--- src/rtl/rr_mux_arbiter.sv ---
// Round-robin arbiter for a shared 4:1 datapath.
// Grants one requester at a time, bounds each tenure to MAX_HOLD cycles,
// and inserts one idle bubble after every release before regranting.
module rr_mux_arbiter #(
  parameter int MAX_HOLD = 8
) (
  input  logic       clk,
  input  logic       rst,
  input  logic [3:0] req,
  input  logic       done,
  output logic [3:0] gnt,
  output logic [1:0] sel,
  output logic       valid,
  output logic       timeout
);

  typedef enum logic {
    IDLE = 1'b0,
    BUSY = 1'b1
  } state_t;

  // Last hold count value an owner may reach before a forced release.
  localparam logic [7:0] HOLD_LAST = 8'(MAX_HOLD - 1);

  state_t     state;
  logic [1:0] ptr;
  logic [7:0] hold_cnt;

  logic [1:0] winner;
  logic       owner_req;
  logic       hold_expired;
  logic       release_now;

  // Pick the first set request bit starting at ptr and wrapping around.
  always_comb begin
    // NOTE: every combinational output gets a default first so no path
    // leaves it unassigned, which would otherwise infer a latch.
    winner = ptr;
    for (int k = 3; k >= 0; k--) begin
      if (req[2'(ptr + 2'(k))]) begin
        winner = 2'(ptr + 2'(k));
      end
    end
  end

  // Release conditions for the current owner while busy.
  always_comb begin
    owner_req    = req[sel];
    hold_expired = (hold_cnt == HOLD_LAST);
    release_now  = done || !owner_req || hold_expired;
  end

  // Arbitration state machine with registered grant outputs.
  always_ff @(posedge clk) begin
    // NOTE: sequential state uses non-blocking assignments so every
    // register samples the pre-edge values, regardless of statement order.
    if (rst) begin
      // NOTE: reset is synchronous; all state and outputs return to a
      // known idle configuration with the pointer at requester 0.
      state    <= IDLE;
      ptr      <= 2'd0;
      hold_cnt <= 8'd0;
      gnt      <= 4'b0000;
      sel      <= 2'b00;
      valid    <= 1'b0;
      timeout  <= 1'b0;
    end else begin
      case (state)
        IDLE: begin
          timeout <= 1'b0;
          if (req != 4'b0000) begin
            state    <= BUSY;
            gnt      <= 4'b0001 << winner;
            sel      <= winner;
            valid    <= 1'b1;
            hold_cnt <= 8'd0;
          end else begin
            gnt   <= 4'b0000;
            valid <= 1'b0;
          end
        end
        BUSY: begin
          if (hold_cnt != 8'hFF) begin
            hold_cnt <= hold_cnt + 8'd1;
          end
          if (release_now) begin
            state   <= IDLE;
            gnt     <= 4'b0000;
            valid   <= 1'b0;
            ptr     <= sel + 2'd1;
            // Only a pure hold expiry counts as forced.
            timeout <= hold_expired && owner_req && !done;
          end else begin
            timeout <= 1'b0;
          end
        end
        default: begin
          state <= IDLE;
          gnt   <= 4'b0000;
          valid <= 1'b0;
        end
      endcase
    end
  end

endmodule

--- config.mk ---
export PLATFORM = sky130hd
export DESIGN_NAME = rr_mux_arbiter
export DESIGN_NICKNAME = d
export VERILOG_FILES = /design/src/rtl/rr_mux_arbiter.sv
export SDC_FILE = /design/constraint.sdc
export NUM_CORES = 1
export LEC_CHECK = 0
export ABC_AREA = 1
export CAP_MARGIN = 20
export CORE_ASPECT_RATIO = 1.2
export CORE_MARGIN = 2
export CORE_UTILIZATION = 30
export DETAILED_ROUTE_END_ITERATION = 16
export PLACE_DENSITY = 0.48
export SLEW_MARGIN = 40
export SYNTH_ARGS = -nofsm -noshare
export SYNTH_HDL_FRONTEND = slang
export SYNTH_SLANG_ARGS = --single-unit
export TNS_END_PERCENT = 5
--- constraint.sdc ---
create_clock -name clk -period 2.35 [get_ports clk]
set_input_delay 0.47 -clock clk [delete_from_list [all_inputs] [get_ports clk]]
set_output_delay 0.47 -clock clk [all_outputs]
set_load 0.03 [all_outputs]
## After elaboration in Yosys (flattened, before gate mapping)

Index checks and enable logic that the tools add are counted.

| word-level totals | value |
|---|---|
| bits in registers | 19 |
| output and inout bits | 8 |
| input port bits | 7 |

| cells by class | value |
|---|---|
| equality and inequality tests | 5 |
| add/sub/neg operators | 5 |
| bitwise gates (word level) | 1 |
| reductions and logical operators | 10 |
| $lt $le $gt $ge | 5 |
| shift-type cells | 1 |
| mux-type cells | 27 |

Operators with widths:

| operator | number |
|---|---|
| 8-bit two-way mux | 2 |
| 8-bit one-hot mux with 2 select lines | 1 |
| 2-bit by 3-bit < comparator with 1-bit output (second input constant) | 5 |
| 1-bit binary-select mux with 2-bit select | 5 |
| 1-bit two-way mux | 9 |
| 8-bit by 1-bit adder with 8-bit output (second input constant) | 1 |
| 8-bit by 3-bit == test with 1-bit output (second input constant) | 1 |
| 2-bit two-way mux | 4 |
| 4-bit two-way mux | 2 |
| 8-bit inequality test (second input constant) | 1 |
| 4-bit one-hot mux with 2 select lines | 1 |
| 1-bit one-hot mux with 2 select lines | 3 |
| 2-bit AND reduction | 3 |
| 2-bit by 1-bit adder with 2-bit output (second input constant) | 2 |
| 2-bit adder (second input constant) | 2 |
| 2-bit by 1-bit inequality test with 1-bit output (second input constant) | 2 |
| 4-bit nonzero test | 1 |
| 1-bit by 2-bit left shift with 4-bit output (first input constant) | 1 |
| 1-bit logical AND | 2 |
| 1-bit zero test | 2 |
| 1-bit logical OR | 2 |
| 2-bit inequality test (second input constant) | 1 |
| 1-bit NOT | 1 |

## Logic depth before layout (Yosys ltp)

Gate-level depths: netlist of run 1.

| logic depth | value |
|---|---|
| word-level depth | 10 |
| depth in mapped cells | 12 |
| gate-level depth less buffers | 12 |

## Worst setup path after synthesis of run 1

Ideal clock, no wire load.

| timing path | value |
|---|---|
| path kind | flip-flop to flip-flop |
| from | register sel[0] |
| to | register gnt[0] |
| period minus slack after synthesis | 1415 ps |
| setup time | 70 ps |
| slack | 935 ps |
| stages on the path, launching flop included | 9 |
| arrival time | 1344 ps |
| data required time | 2280 ps |
| cells stage by stage | dfxtp_1 > o211ai_1 > nand2_1 > inv_2 > nor2_2 > nand2_1 > nor2_1 > nand2_1 > a21oi_1 |

| between the ends | value |
|---|---|
| word-level cells in the longest chain between the ends | 6 |

RTL lines:

| element | line | text |
|---|---|---|
| start, declared | 12 | `output logic [1:0] sel,` |
| start signal, assigned | 74 | `sel <= winner;` |
| 1-bit binary-select mux with 2-bit select | 48 | `owner_req = req[sel];` |
| 1-bit two-way mux (implied by the code) | 48 |  |
| 1-bit zero test | 50 | `release_now = done \|\| !owner_req \|\| hold_expired;` |
| 1-bit logical OR (2 in a row) | 50 |  |
| 2-bit by 1-bit inequality test with 1-bit output (no source line) | - |  |
| end signal, assigned | 73 | `gnt <= 4'b0001 << winner;` |
| end, declared | 11 | `output logic [3:0] gnt,` |

No other way between the ends. The select of a mux whose other input is x is not followed.
A chain may end at the register's enable or synchronous reset.

## Worst setup path in the final report of run 1

| timing path | value |
|---|---|
| from | register sel[0] |
| to | output port sel[0] |

No word-level cell between the ends.

==> summary.txt, run 1 <==
Worst hold path
  • Min-Delay Path Class: register to register

Floorplan
  • Die Y-Extent: 70.1 µm
  • Die outline width: 59.1 µm
  • Num ports: 15
  • Standard-cell row count: 24
  • Initial cell density of the core: 30.6%
  • Overall die area: 0.00415 mm²
  • Std-Cell Core Area: 0.00357 mm²

Timing
  • Minimum hold slack: 0.465 ns
  • Pins over their slew limit: 0
  • Final total negative setup slack: 0 ns
  • Highest clock frequency the design can meet: 527 MHz
  • Shortest period the worst path allows: 1.90 ns
  • Unrepaired setup endpoints after global routing: false
  • Worst Tran Pin Value: 0.467 ns
  • Final Skew: 0.00205 ns
  • Hold violation count in the final report: 0
  • Fraction of the cycle the final worst path needs: 80.7%
  • Setup violation total in the final timing report: 0
  • Slew margin rel.: 68.8%

Clock tree
  • Number of buffers created by CTS: 3
  • CTS resizes: 0
  • Deepest level of the CTS H-tree: 1
  • CTS tree: built
  • Root Buffer: sky130_fd_sc_hd__clkbuf_8
  • Maximum clock path buffer count: 2
  • Hold_buf cts: 0
  • Number of setup buffers added after CTS: 0
  • Worst skew pair latency: 0.25 ns
  • Clock-pin transition on the worst setup and hold timing paths: 0.07 ns
  • Number of clock sinks: 19

Logic synthesis
  • Dominant combinational cell family by area after synthesis: simple AND/OR/NAND/NOR gates
  • Multiplexer share of the synthesized area: 0%
  • Synth Area in Compound Gates: 16.0%
  • Adder and majority cell fraction of the synthesized area: 1.14%
  • Top cell types by occurrence after synthesis: sky130_fd_sc_hd__nand2_1, sky130_fd_sc_hd__a21oi_1, sky130_fd_sc_hd__dfxtp_1, sky130_fd_sc_hd__inv_1, sky130_fd_sc_hd__nand3_1
  • Simple-gate portion of the synthesized area: 36.3%
  • Sequential area share after synthesis: 34.8%
  • Area share of the leading cell type in the synthesized netlist: 34.8%
  • Post-synthesis share of cell area spent on xor and xnor gates: 1.60%
  • Net count after synthesis: 177
  • Top-count cell post-synth: sky130_fd_sc_hd__nand2_1
  • Post-synthesis instance area: 0.00109 mm²
  • Post-Syn Instances: 169
  • Top cells by area in the synthesized netlist: sky130_fd_sc_hd__dfxtp_1, sky130_fd_sc_hd__nand2_1, sky130_fd_sc_hd__a21oi_1
  • Share of synthesized registers carrying an async set or reset: 0%
  • Predominant post-synthesis flop cell: sky130_fd_sc_hd__dfxtp_1
  • Warning count from the yosys run: 0
  • Number of storage elements in the synthesis netlist: 19
  • Number of enable-type register cells in the synthesized netlist: 0
  • Average footprint of a synthesized cell: 6.47 µm²
  • Largest area contributor in the synthesized netlist: sky130_fd_sc_hd__dfxtp_1
  • Count of unique library cells instantiated by Yosys: 27

Cells and area
  • Non-filler cells, final: 225
  • Antenna fix cells: 0
  • Share of layout cells above drive strength 1: 12.9%
  • Final net count: 195
  • Signed area change from the synthesized netlist to the final layout: 20.7%

Critical path
  • Crit start category: register
  • Buffers and inverters on the worst path: 1
  • Critical path class: register to output pin
  • Cells along the critical path: clkdlybuf4s50_1
  • Arr. time, crit path: 1.43 ns
  • Top Family by Delay on Critical Path: buffers and inverters
  • Worst Setup End Kind: output pin
  • Slowest stage cell on the critical path: sky130_fd_sc_hd__clkdlybuf4s50_1
  • CP max stage delay: 0.72 ns
  • CP max FO: 7
  • Crit path required time: 1.88 ns

Power and ir drop
  • Leakage power: 0.586 nW
  • Peak supply drop: 401 µV
  • Pwr dens: 723 mW/mm²
  • Total design power: 954 µW

Placed design
  • Cell total after placement: 221
  • Port bufs: 14
  • Hpwl dp: 2.02 mm
  • Final weighted congestion of routability-driven global placement: 0.843

Routing
  • DRC violations left: 0
  • Antenna violation net count after detailed routing: 0
  • Average vias per placed instance: 4.91
  • Detailed Route WL: 2.52 mm
  • DRC violation total after the first TritonRoute iteration: 52
  • Post-detailed-route wirelength per cell: 11.2 µm
  • Total vias in the final route: 1105
  • Iteration count of the initial detailed-routing pass: 4

GRT
  • Wire length of the first global-routing pass: 4.17 mm
  • Global-route usage over all layers: 12.8%
  • Pin count of the biggest net entering global routing: 12
  • Residual overflow from global routing: 0
  • Via count of the first global-routing pass: 987
  • Initial antenna violation count: 0

Run status
  • Result of the run: finished, final reports clean

Flow run
  • Reported max-cap violation count: 0
flip-flops by register name, indices dropped and copies added, names as in the netlist:
register,cells
timeout,1
valid,1
sel,2
ptr,2
hold_cnt,8
gnt,4
state,1
power by group:
part | total (mW) | internal, mW | switching (mW)
Combinational | 0.341 | 0.127 | 0.214
Clock | 0.223 | 0.120 | 0.103
Sequential | 0.390 | 0.353 | 0.0371
path summary, 6_finish.rpt:
path | cells past startpoint | startpoint | endpoint | slack (ns)
setup / recovery | 1 | sel[0] | sel[0] | 0.45
hold / removal | 2 | hold_cnt[7] | hold_cnt[7] | 0.47
setup reg to reg | 12 | ptr[0] | gnt[1] | 0.57
hold reg to reg | 2 | hold_cnt[7] | hold_cnt[7] | 0.47
area by class of cell:
type / count / area (µm²)
fillers: 384 / 2250
multi-input cells: 123 / 602
clock buffers: 4 / 45.0
repair buffers: 15 / 148
inverters: 25 / 96.3
flip-flops and latches: 19 / 380
well taps: 39 / 48.8
cells by family after synthesis:
kind of cell	after synthesis
XOR/XNOR	2
AO/OA/AOI/OAI	33
buffers and inverters	27
adder cells (fa/ha/maj)	1
AND/OR/NAND/NOR	87
flip-flops	19
layout by cell type, fill, tap and decap left out, types with 3 or more instances in the layout:
cell type,instances
sky130_fd_sc_hd__nand2_1,52
sky130_fd_sc_hd__a21oi_1,19
sky130_fd_sc_hd__dfxtp_1,19
sky130_fd_sc_hd__inv_1,18
sky130_fd_sc_hd__clkdlybuf4s50_1,14
sky130_fd_sc_hd__nand3_1,11
sky130_fd_sc_hd__nand2_2,8
sky130_fd_sc_hd__o21ai_0,7
sky130_fd_sc_hd__inv_2,5
sky130_fd_sc_hd__nor2_1,4
sky130_fd_sc_hd__nand4_1,3
sky130_fd_sc_hd__o21ai_1,3
sky130_fd_sc_hd__nor3_1,3
sky130_fd_sc_hd__clkbuf_8,3
tightest hold or removal path: stages (launching register included):
cell                      delay, ns
sky130_fd_sc_hd__dfxtp_1       0.31
sky130_fd_sc_hd__nand2_1       0.06
sky130_fd_sc_hd__a21oi_1       0.05
per-stage QoR:
stage	setup WS [ns]	area (µm²)	util, %
2_1_floorplan	0.935	1090	-
3_5_place_dp	0.310	1270	35.7
6_report	0.454	1320	36.9
3_3_place_gp	0.326	1270	35.7
4_1_cts	0.435	1320	36.9
5_1_grt	0.377	1320	36.9
layer usage:
metal  routed length (µm)  up-vias  track usage [%]
met3                   80        4             1.67
met5                    0        -                0
met2                 1270       22             22.1
li1                     -      582                -
met1                 1130      497             15.6
met4                   42        0             5.30
Power figures use the tool's default switching activity.
==> inputs of run 2 (changes only) <==
--- a/config.mk
+++ b/config.mk
@@ -11,7 +11,7 @@
 export CORE_MARGIN = 2
 export CORE_UTILIZATION = 30
 export DETAILED_ROUTE_END_ITERATION = 16
-export PLACE_DENSITY = 0.48
+export PLACE_DENSITY = 0.5
 export SLEW_MARGIN = 40
 export SYNTH_ARGS = -nofsm -noshare
 export SYNTH_HDL_FRONTEND = slang
==> constraint.sdc (replaced) <==
create_clock -name clk -period 1.67 [get_ports clk]
set_input_delay 0.334 -clock clk [delete_from_list [all_inputs] [get_ports clk]]
set_output_delay 0.334 -clock clk [all_outputs]
set_load 0.03 [all_outputs]
==> summary.txt, run 2 (synthesized netlist as in run 1, its figures left out) <==
Run status
  • Result of the run: finished, final reports clean

Timing
  • Fraction of the cycle the final worst path needs: 95.9%
  • Pins over their slew limit: 0 (unchanged)
  • Slew margin rel.: 78.8% (+10 points)
  • Worst Tran Pin Value: 0.316 ns (-0.151 ns)
  • Final Skew: 0.00202 ns (-0.0000344 ns)
  • Shortest period the worst path allows: 1.60 ns
  • Minimum setup slack in the final design: 0.0682 ns (-0.386 ns)
  • Hold violation count in the final report: 0 (unchanged)
  • Final total negative setup slack: 0 ns (unchanged)
  • Unrepaired setup endpoints after global routing: false
  • Setup violation total in the final timing report: 0 (unchanged)
  • Highest clock frequency the design can meet: 624 MHz
  • Minimum hold slack: 0.466 ns (+0.00108 ns)

Floorplan
  • Std-Cell Core Area: 0.00357 mm² (unchanged)
  • Overall die area: 0.00415 mm² (unchanged)
  • Die Y-Extent: 70.1 µm (unchanged)
  • Num ports: 15 (unchanged)
  • Initial cell density of the core: 30.6% (unchanged)
  • Standard-cell row count: 24 (unchanged)
  • Die outline width: 59.1 µm (unchanged)

Placed design
  • Port bufs: 14 (unchanged)
  • Hpwl dp: 2.10 mm (+4.1%)
  • Pre-CTS setup slack: -0.193 ns (-0.503 ns)
  • Final weighted congestion of routability-driven global placement: 0.809 (-4.0%)

Routing
  • Iteration count of the initial detailed-routing pass: 4 (unchanged)
  • Detailed Route WL: 2.57 mm (+1.7%)
  • Average vias per placed instance: 4.77 (-2.8%)
  • Total vias in the final route: 1122 (+1.5%)
  • DRC violations left: 0 (unchanged)
  • DRC violation total after the first TritonRoute iteration: 26 (-50%)
  • Post-detailed-route wirelength per cell: 10.9 µm (-2.6%)
  • Antenna violation net count after detailed routing: 0 (unchanged)

Critical path
  • Critical path class: register to output pin
  • Total number of cells along the worst setup path: 1 (unchanged)
  • Crit path required time: 1.34 ns (-0.54 ns)
  • R2R Path End: hold_cnt[4]
  • CP max FO: 2 (-5)
  • Cells along the critical path: clkdlybuf4s50_1
  • Top Family by Delay on Critical Path: buffers and inverters
  • Critical path origin: gnt[0]
  • Worst reg2reg startpoint: hold_cnt[0]
  • CP max stage delay: 0.67 ns (-0.05 ns)
  • Worst Setup End Kind: output pin
  • Worst setup path end: gnt[0]
  • Buffers and inverters on the worst path: 1 (unchanged)
  • Crit start category: register
  • R2R Setup Slk: 0.21 ns (-0.36 ns)
  • Register-to-Register Path Depth: 8 (-4)
  • Arr. time, crit path: 1.27 ns (-0.16 ns)
  • Slowest stage cell on the critical path: sky130_fd_sc_hd__clkdlybuf4s50_1

Clock tree
  • Maximum clock path buffer count: 2 (unchanged)
  • Deepest level of the CTS H-tree: 1 (unchanged)
  • Number of setup buffers added after CTS: 0 (unchanged)
  • Hold_buf cts: 0 (unchanged)
  • CTS tree: built
  • Number of buffers created by CTS: 3 (unchanged)
  • Clock-pin transition on the worst setup and hold timing paths: 0.07 ns (about the same)
  • Worst skew pair latency: 0.25 ns (about the same)
  • Number of clock sinks: 19 (unchanged)
  • Root Buffer: sky130_fd_sc_hd__clkbuf_8

Cells and area
  • Biggest registers after layout: hold_cnt (8), gnt (4)
  • Antenna fix cells: 0 (unchanged)
  • Flip-flop count of the largest register, all copies and words added: 8 (unchanged)
  • Final net count: 205 (+5.1%)
  • Top library cells by usage in the layout, fill and taps aside: sky130_fd_sc_hd__nand2_1, sky130_fd_sc_hd__dfxtp_1, sky130_fd_sc_hd__inv_1, sky130_fd_sc_hd__a21oi_1
  • Most common cell after layout, fill and taps aside: sky130_fd_sc_hd__nand2_1
  • Most flop-heavy register: hold_cnt
  • Signed area change from the synthesized netlist to the final layout: 30.3%
  • Share of layout cells above drive strength 1: 21.9% (+9.0 points)
  • Final core occ: 39.9% (+2.9 points)

GRT
  • Residual overflow from global routing: 0 (unchanged)
  • Initial antenna violation count: 0 (unchanged)
  • Via count of the first global-routing pass: 1113 (+13%)
  • Pin count of the biggest net entering global routing: 12 (unchanged)
  • Global-route usage over all layers: 13.8% (+0.97 points)
  • Wire length of the first global-routing pass: 4.49 mm (+7.6%)

Power and ir drop
  • Relative contribution of sequential cells to total power: 38.4% (-2.5 points)
  • Part of the power in the clock network: 22.5% (-0.9 points)
  • Pwr dens: 985 mW/mm² (+36%)
  • Leakage power: 0.663 nW (+13%)
  • Cell-internal power: 877 µW (+46%)
  • Peak supply drop: 513 µV (+28%)
  • P_sw: 527 µW (+49%)
  • Switching share of total power: 37.6% (+0.45 points)
  • Part of the power in combinational logic: 39.1% (+3.3 points)

Worst hold path
  • Min-Delay Path Class: register to register

Flow run
  • Reported max-cap violation count: 0 (unchanged)
## run 2: worst reg2reg max path, stage by stage (launching register included)
cell and delay [ns]:
sky130_fd_sc_hd__dfxtp_1 0.38, sky130_fd_sc_hd__ha_1 0.18, sky130_fd_sc_hd__nand2_1 0.07, sky130_fd_sc_hd__inv_1 0.08
sky130_fd_sc_hd__nand4_1 0.13, sky130_fd_sc_hd__o21ai_2 0.18, sky130_fd_sc_hd__nand2_2 0.11, sky130_fd_sc_hd__a21oi_1 0.18
sky130_fd_sc_hd__nor3_2 0.06
## run 2: layout make-up
cell class | count | area [µm²]
Clock buffer | 3 | 41.3
Clock inverter | 1 | 5.00
Fill cell | 382 | 2150
Inverter | 25 | 96.3
Multi-Input combinational cell | 123 | 628
Sequential cell | 19 | 380
Tap cell | 39 | 48.8
Timing Repair Buffer | 25 | 225
## run 2: stage by stage
stage / instance area, µm² / total power [mW] / cells
after floorplan: 1090 / 0.907 / 169
after global placement: 1350 / 1.08 / 231
after detailed placement: 1350 / 1.09 / 231
after CTS: 1390 / 1.40 / 235
after global routing: 1430 / 1.51 / 235
final: 1430 / 1.40 / 235
## run 2: per-layer routing
metal  wire, µm  share of wire, %  track usage (%)  vias to the layer above
met4         19              0.74             5.30                        0
met5          0                 0                0                        -
met2       1370                53             25.9                       10
met1       1140                44             15.0                      510
li1           -                 -                -                      600
met3         38               1.5             1.67                        2
## run 2: power groups by stage
stage	Combinational, mW	Clock (mW)	Sequential, mW
after floorplan	0.313	0	0.594
after global placement	0.537	0	0.546
after detailed placement	0.539	0	0.548
after CTS	0.535	0.329	0.537
after global routing	0.613	0.350	0.548
final	0.549	0.316	0.540
## run 2: repair_timing
item	in CTS	in global routing
pin swaps	0	1
resized for setup	2	13
setup endpoints to repair	2	13
## run 2: worst min path at each step
stage,endpoint,cells past startpoint,slack [ns],start
6_report,hold_cnt[7],2,0.47,hold_cnt[7]
5_1_grt,gnt[2],2,0.49,gnt[2]
4_1_cts,hold_cnt[7],2,0.47,hold_cnt[7]
3_5_place_dp,hold_cnt[7],2,0.46,hold_cnt[7]
3_3_place_gp,hold_cnt[7],2,0.45,hold_cnt[7]
2_1_floorplan,timeout,1,0.41,done
==> inputs of run 3 (changes only) <==
--- a/config.mk
+++ b/config.mk
@@ -7,7 +7,6 @@
 export LEC_CHECK = 0
 export ABC_AREA = 1
 export CAP_MARGIN = 20
-export CORE_ASPECT_RATIO = 1.2
 export CORE_MARGIN = 2
 export CORE_UTILIZATION = 30
 export DETAILED_ROUTE_END_ITERATION = 16
==> summary.txt, run 3 (synthesized netlist as in run 1, its figures left out) <==
Floorplan
  • Overall die area: 0.00414 mm² (about the same)
  • Standard-cell row count: 21 (-13%)
  • Die Y-Extent: 64.4 µm (-8.2%)
  • Num ports: 15 (unchanged)
  • Initial cell density of the core: 32.0% (+1.4 points)
  • Std-Cell Core Area: 0.00342 mm² (-4.4%)
  • Die outline width: 64.4 µm (+8.9%)

Power and ir drop
  • Cell-internal power: 789 µW (-10%)
  • Part of the power in combinational logic: 40.8% (+1.7 points)
  • Peak supply drop: 495 µV (-3.5%)
  • Part of the power in the clock network: 18.0% (-4.5 points)
  • Relative contribution of sequential cells to total power: 41.2% (+2.8 points)
  • P_sw: 522 µW (-1.0%)
  • Leakage power: 0.672 nW (+1.4%)
  • Switching share of total power: 39.8% (+2.3 points)
  • Pwr dens: 942 mW/mm² (-4.4%)

Cells and area
  • Signed area change from the synthesized netlist to the final layout: 27.3%
  • Most common cell after layout, fill and taps aside: sky130_fd_sc_hd__nand2_1
  • Flip-flop count of the largest register, all copies and words added: 8 (unchanged)
  • Top library cells by usage in the layout, fill and taps aside: sky130_fd_sc_hd__nand2_1, sky130_fd_sc_hd__a21oi_1, sky130_fd_sc_hd__inv_1, sky130_fd_sc_hd__dfxtp_1
  • Antenna fix cells: 0 (unchanged)
  • Share of layout cells above drive strength 1: 19.9% (-2.0 points)
  • Most flop-heavy register: hold_cnt
  • Final net count: 205 (unchanged)
  • Final Instance Area: 0.00139 mm² (-2.3%)
  • Biggest registers after layout: hold_cnt (8), gnt (4)

Timing
  • Unrepaired setup endpoints after global routing: false
  • Highest clock frequency the design can meet: 649 MHz (+4.0%)
  • Hold violation count in the final report: 0 (unchanged)
  • Setup violation total in the final timing report: 0 (unchanged)
  • Slew margin rel.: 78.7% (-0.11 points)
  • Pins over their slew limit: 0 (unchanged)
  • Shortest period the worst path allows: 1.54 ns (-0.0614 ns)
  • Minimum hold slack: 0.446 ns (-0.0200 ns)
  • Fraction of the cycle the final worst path needs: 92.2% (-3.7 points)
  • Final Skew: 0.00267 ns (+0.000658 ns)
  • Worst Tran Pin Value: 0.318 ns (+0.00213 ns)

Clock tree
  • CTS tree: built
  • Number of clock sinks: 19 (unchanged)
  • Clock-pin transition on the worst setup and hold timing paths: 0.11 ns (+0.04 ns)
  • Root Buffer: sky130_fd_sc_hd__clkbuf_4
  • Hold_buf cts: 0 (unchanged)
  • Number of buffers created by CTS: 3 (unchanged)
  • Worst skew pair latency: 0.30 ns (+0.05 ns)
  • Deepest level of the CTS H-tree: 1 (unchanged)
  • Maximum clock path buffer count: 2 (unchanged)
  • Number of setup buffers added after CTS: 0 (unchanged)

Critical path
  • Cells along the critical path: dlygate4sd2_1
  • Top Family by Delay on Critical Path: flip-flops
  • Crit path required time: 1.34 ns (about the same)
  • Slowest stage cell on the critical path: sky130_fd_sc_hd__dfxtp_1
  • Register-to-Register Path Depth: 12 (+4)
  • CP max FO: 7 (+5)
  • Total number of cells along the worst setup path: 1 (unchanged)
  • Critical path class: register to output pin
  • Worst Setup End Kind: output pin
  • Crit start category: register
  • Arr. time, crit path: 1.21 ns (-0.06 ns)
  • Buffers and inverters on the worst path: 1 (unchanged)
  • CP max stage delay: 0.47 ns (-0.20 ns)

Routing
  • Detailed Route WL: 2.70 mm (+5.3%)
  • Top routing layer in use: met4
  • Average vias per placed instance: 4.76 (-0.21%)
  • Wire length on met3: 154 µm (+310%)
  • Iteration count of the initial detailed-routing pass: 4 (unchanged)
  • Post-detailed-route wirelength per cell: 11.2 µm (+2.3%)
  • Antenna violation net count after detailed routing: 0 (unchanged)
  • Total vias in the final route: 1153 (+2.8%)
  • Met2 routed WL: 1.09 mm (-20%)
  • M1 wire length: 1.44 mm (+27%)
  • DRC violations left: 0 (unchanged)
  • DRC violation total after the first TritonRoute iteration: 51 (+96%)

Worst hold path
  • Min-Delay Path Class: register to register
  • Cell depth of the worst hold path: 1 (-1)

Placed design
  • Hpwl dp: 2.10 mm (+0.27%)
  • Final weighted congestion of routability-driven global placement: 0.782 (-3.4%)
  • Area after detailed placement: 0.00136 mm² (+0.65%)
  • Port bufs: 14 (unchanged)

GRT
  • Wire length of the first global-routing pass: 4.59 mm (+2.2%)
  • Pin count of the biggest net entering global routing: 13 (+1)
  • Global-route usage over all layers: 14.0% (+0.24 points)
  • Initial antenna violation count: 0 (unchanged)
  • Via count of the first global-routing pass: 988 (-11%)
  • Residual overflow from global routing: 0 (unchanged)

Flow run
  • Reported max-cap violation count: 0 (unchanged)

Run status
  • Result of the run: finished, final reports clean
run 3: changes by cell type in the layout (fill, tap and decap cells not counted), sizes merged:
| cell | delta |
|---|---|
| clkdlybuf4s50 | -4 |
| clkinvlp | +1 |
| dlymetal6s2s | -1 |
| clkinv | -1 |
| dlygate4sd2 | +5 |
run 3: worst paths after layout:
kind                             startpoint     endpoint  slack (ns)
worst min-delay path            hold_cnt[0]  hold_cnt[0]        0.45
worst max-delay path                 sel[0]       sel[0]        0.13
worst min register to register  hold_cnt[0]  hold_cnt[0]        0.45
worst max register to register       ptr[0]       sel[0]        0.16
run 3: routing by layer:
| layer | up-vias | track usage [%] |
|---|---|---|
| met5 | - | 0 |
| met1 | 523 | 20.5 |
| met3 | 2 | 5.11 |
| li1 | 601 | - |
| met4 | 0 | 2.39 |
| met2 | 27 | 19.8 |
run 3: layout make-up:
type                            instances  area (µm²)
Multi-Input combinational cell        123         611
Fill cell                             376        2020
Tap cell                               46        57.6
Timing Repair Buffer                   25         216
Sequential cell                        19         382
Inverter                               25        96.3
Clock buffer                            3        22.5
Clock inverter                          1        7.51
run 3: through the flow:
step	setup slack, ns	cells	total power, mW	TNS, ns	utilization, %
global placement	-0.187	238	1.09	-1.82	39.8
finish	0.130	242	1.31	0	40.8
detailed placement	-0.211	238	1.09	-1.75	39.8
floorplan	0.255	169	0.907	0	-
global route	0.00435	242	1.42	0	40.8
CTS	0.0380	242	1.32	0	40.4
run 3: power by group through the flow:
stage | logic [mW] | registers (mW) | clock network [mW]
after floorplan | 0.313 | 0.594 | 0
after global placement | 0.539 | 0.549 | 0
after detailed placement | 0.546 | 0.549 | 0
after CTS | 0.531 | 0.538 | 0.250
after global routing | 0.593 | 0.549 | 0.276
final | 0.535 | 0.540 | 0.236
run 3: repair_timing:
| action | CTS | global route |
|---|---|---|
| pin swaps | 0 | 0 |
| gates resized for setup | 7 | 5 |
| endpoints found under the setup margin | 7 | 12 |
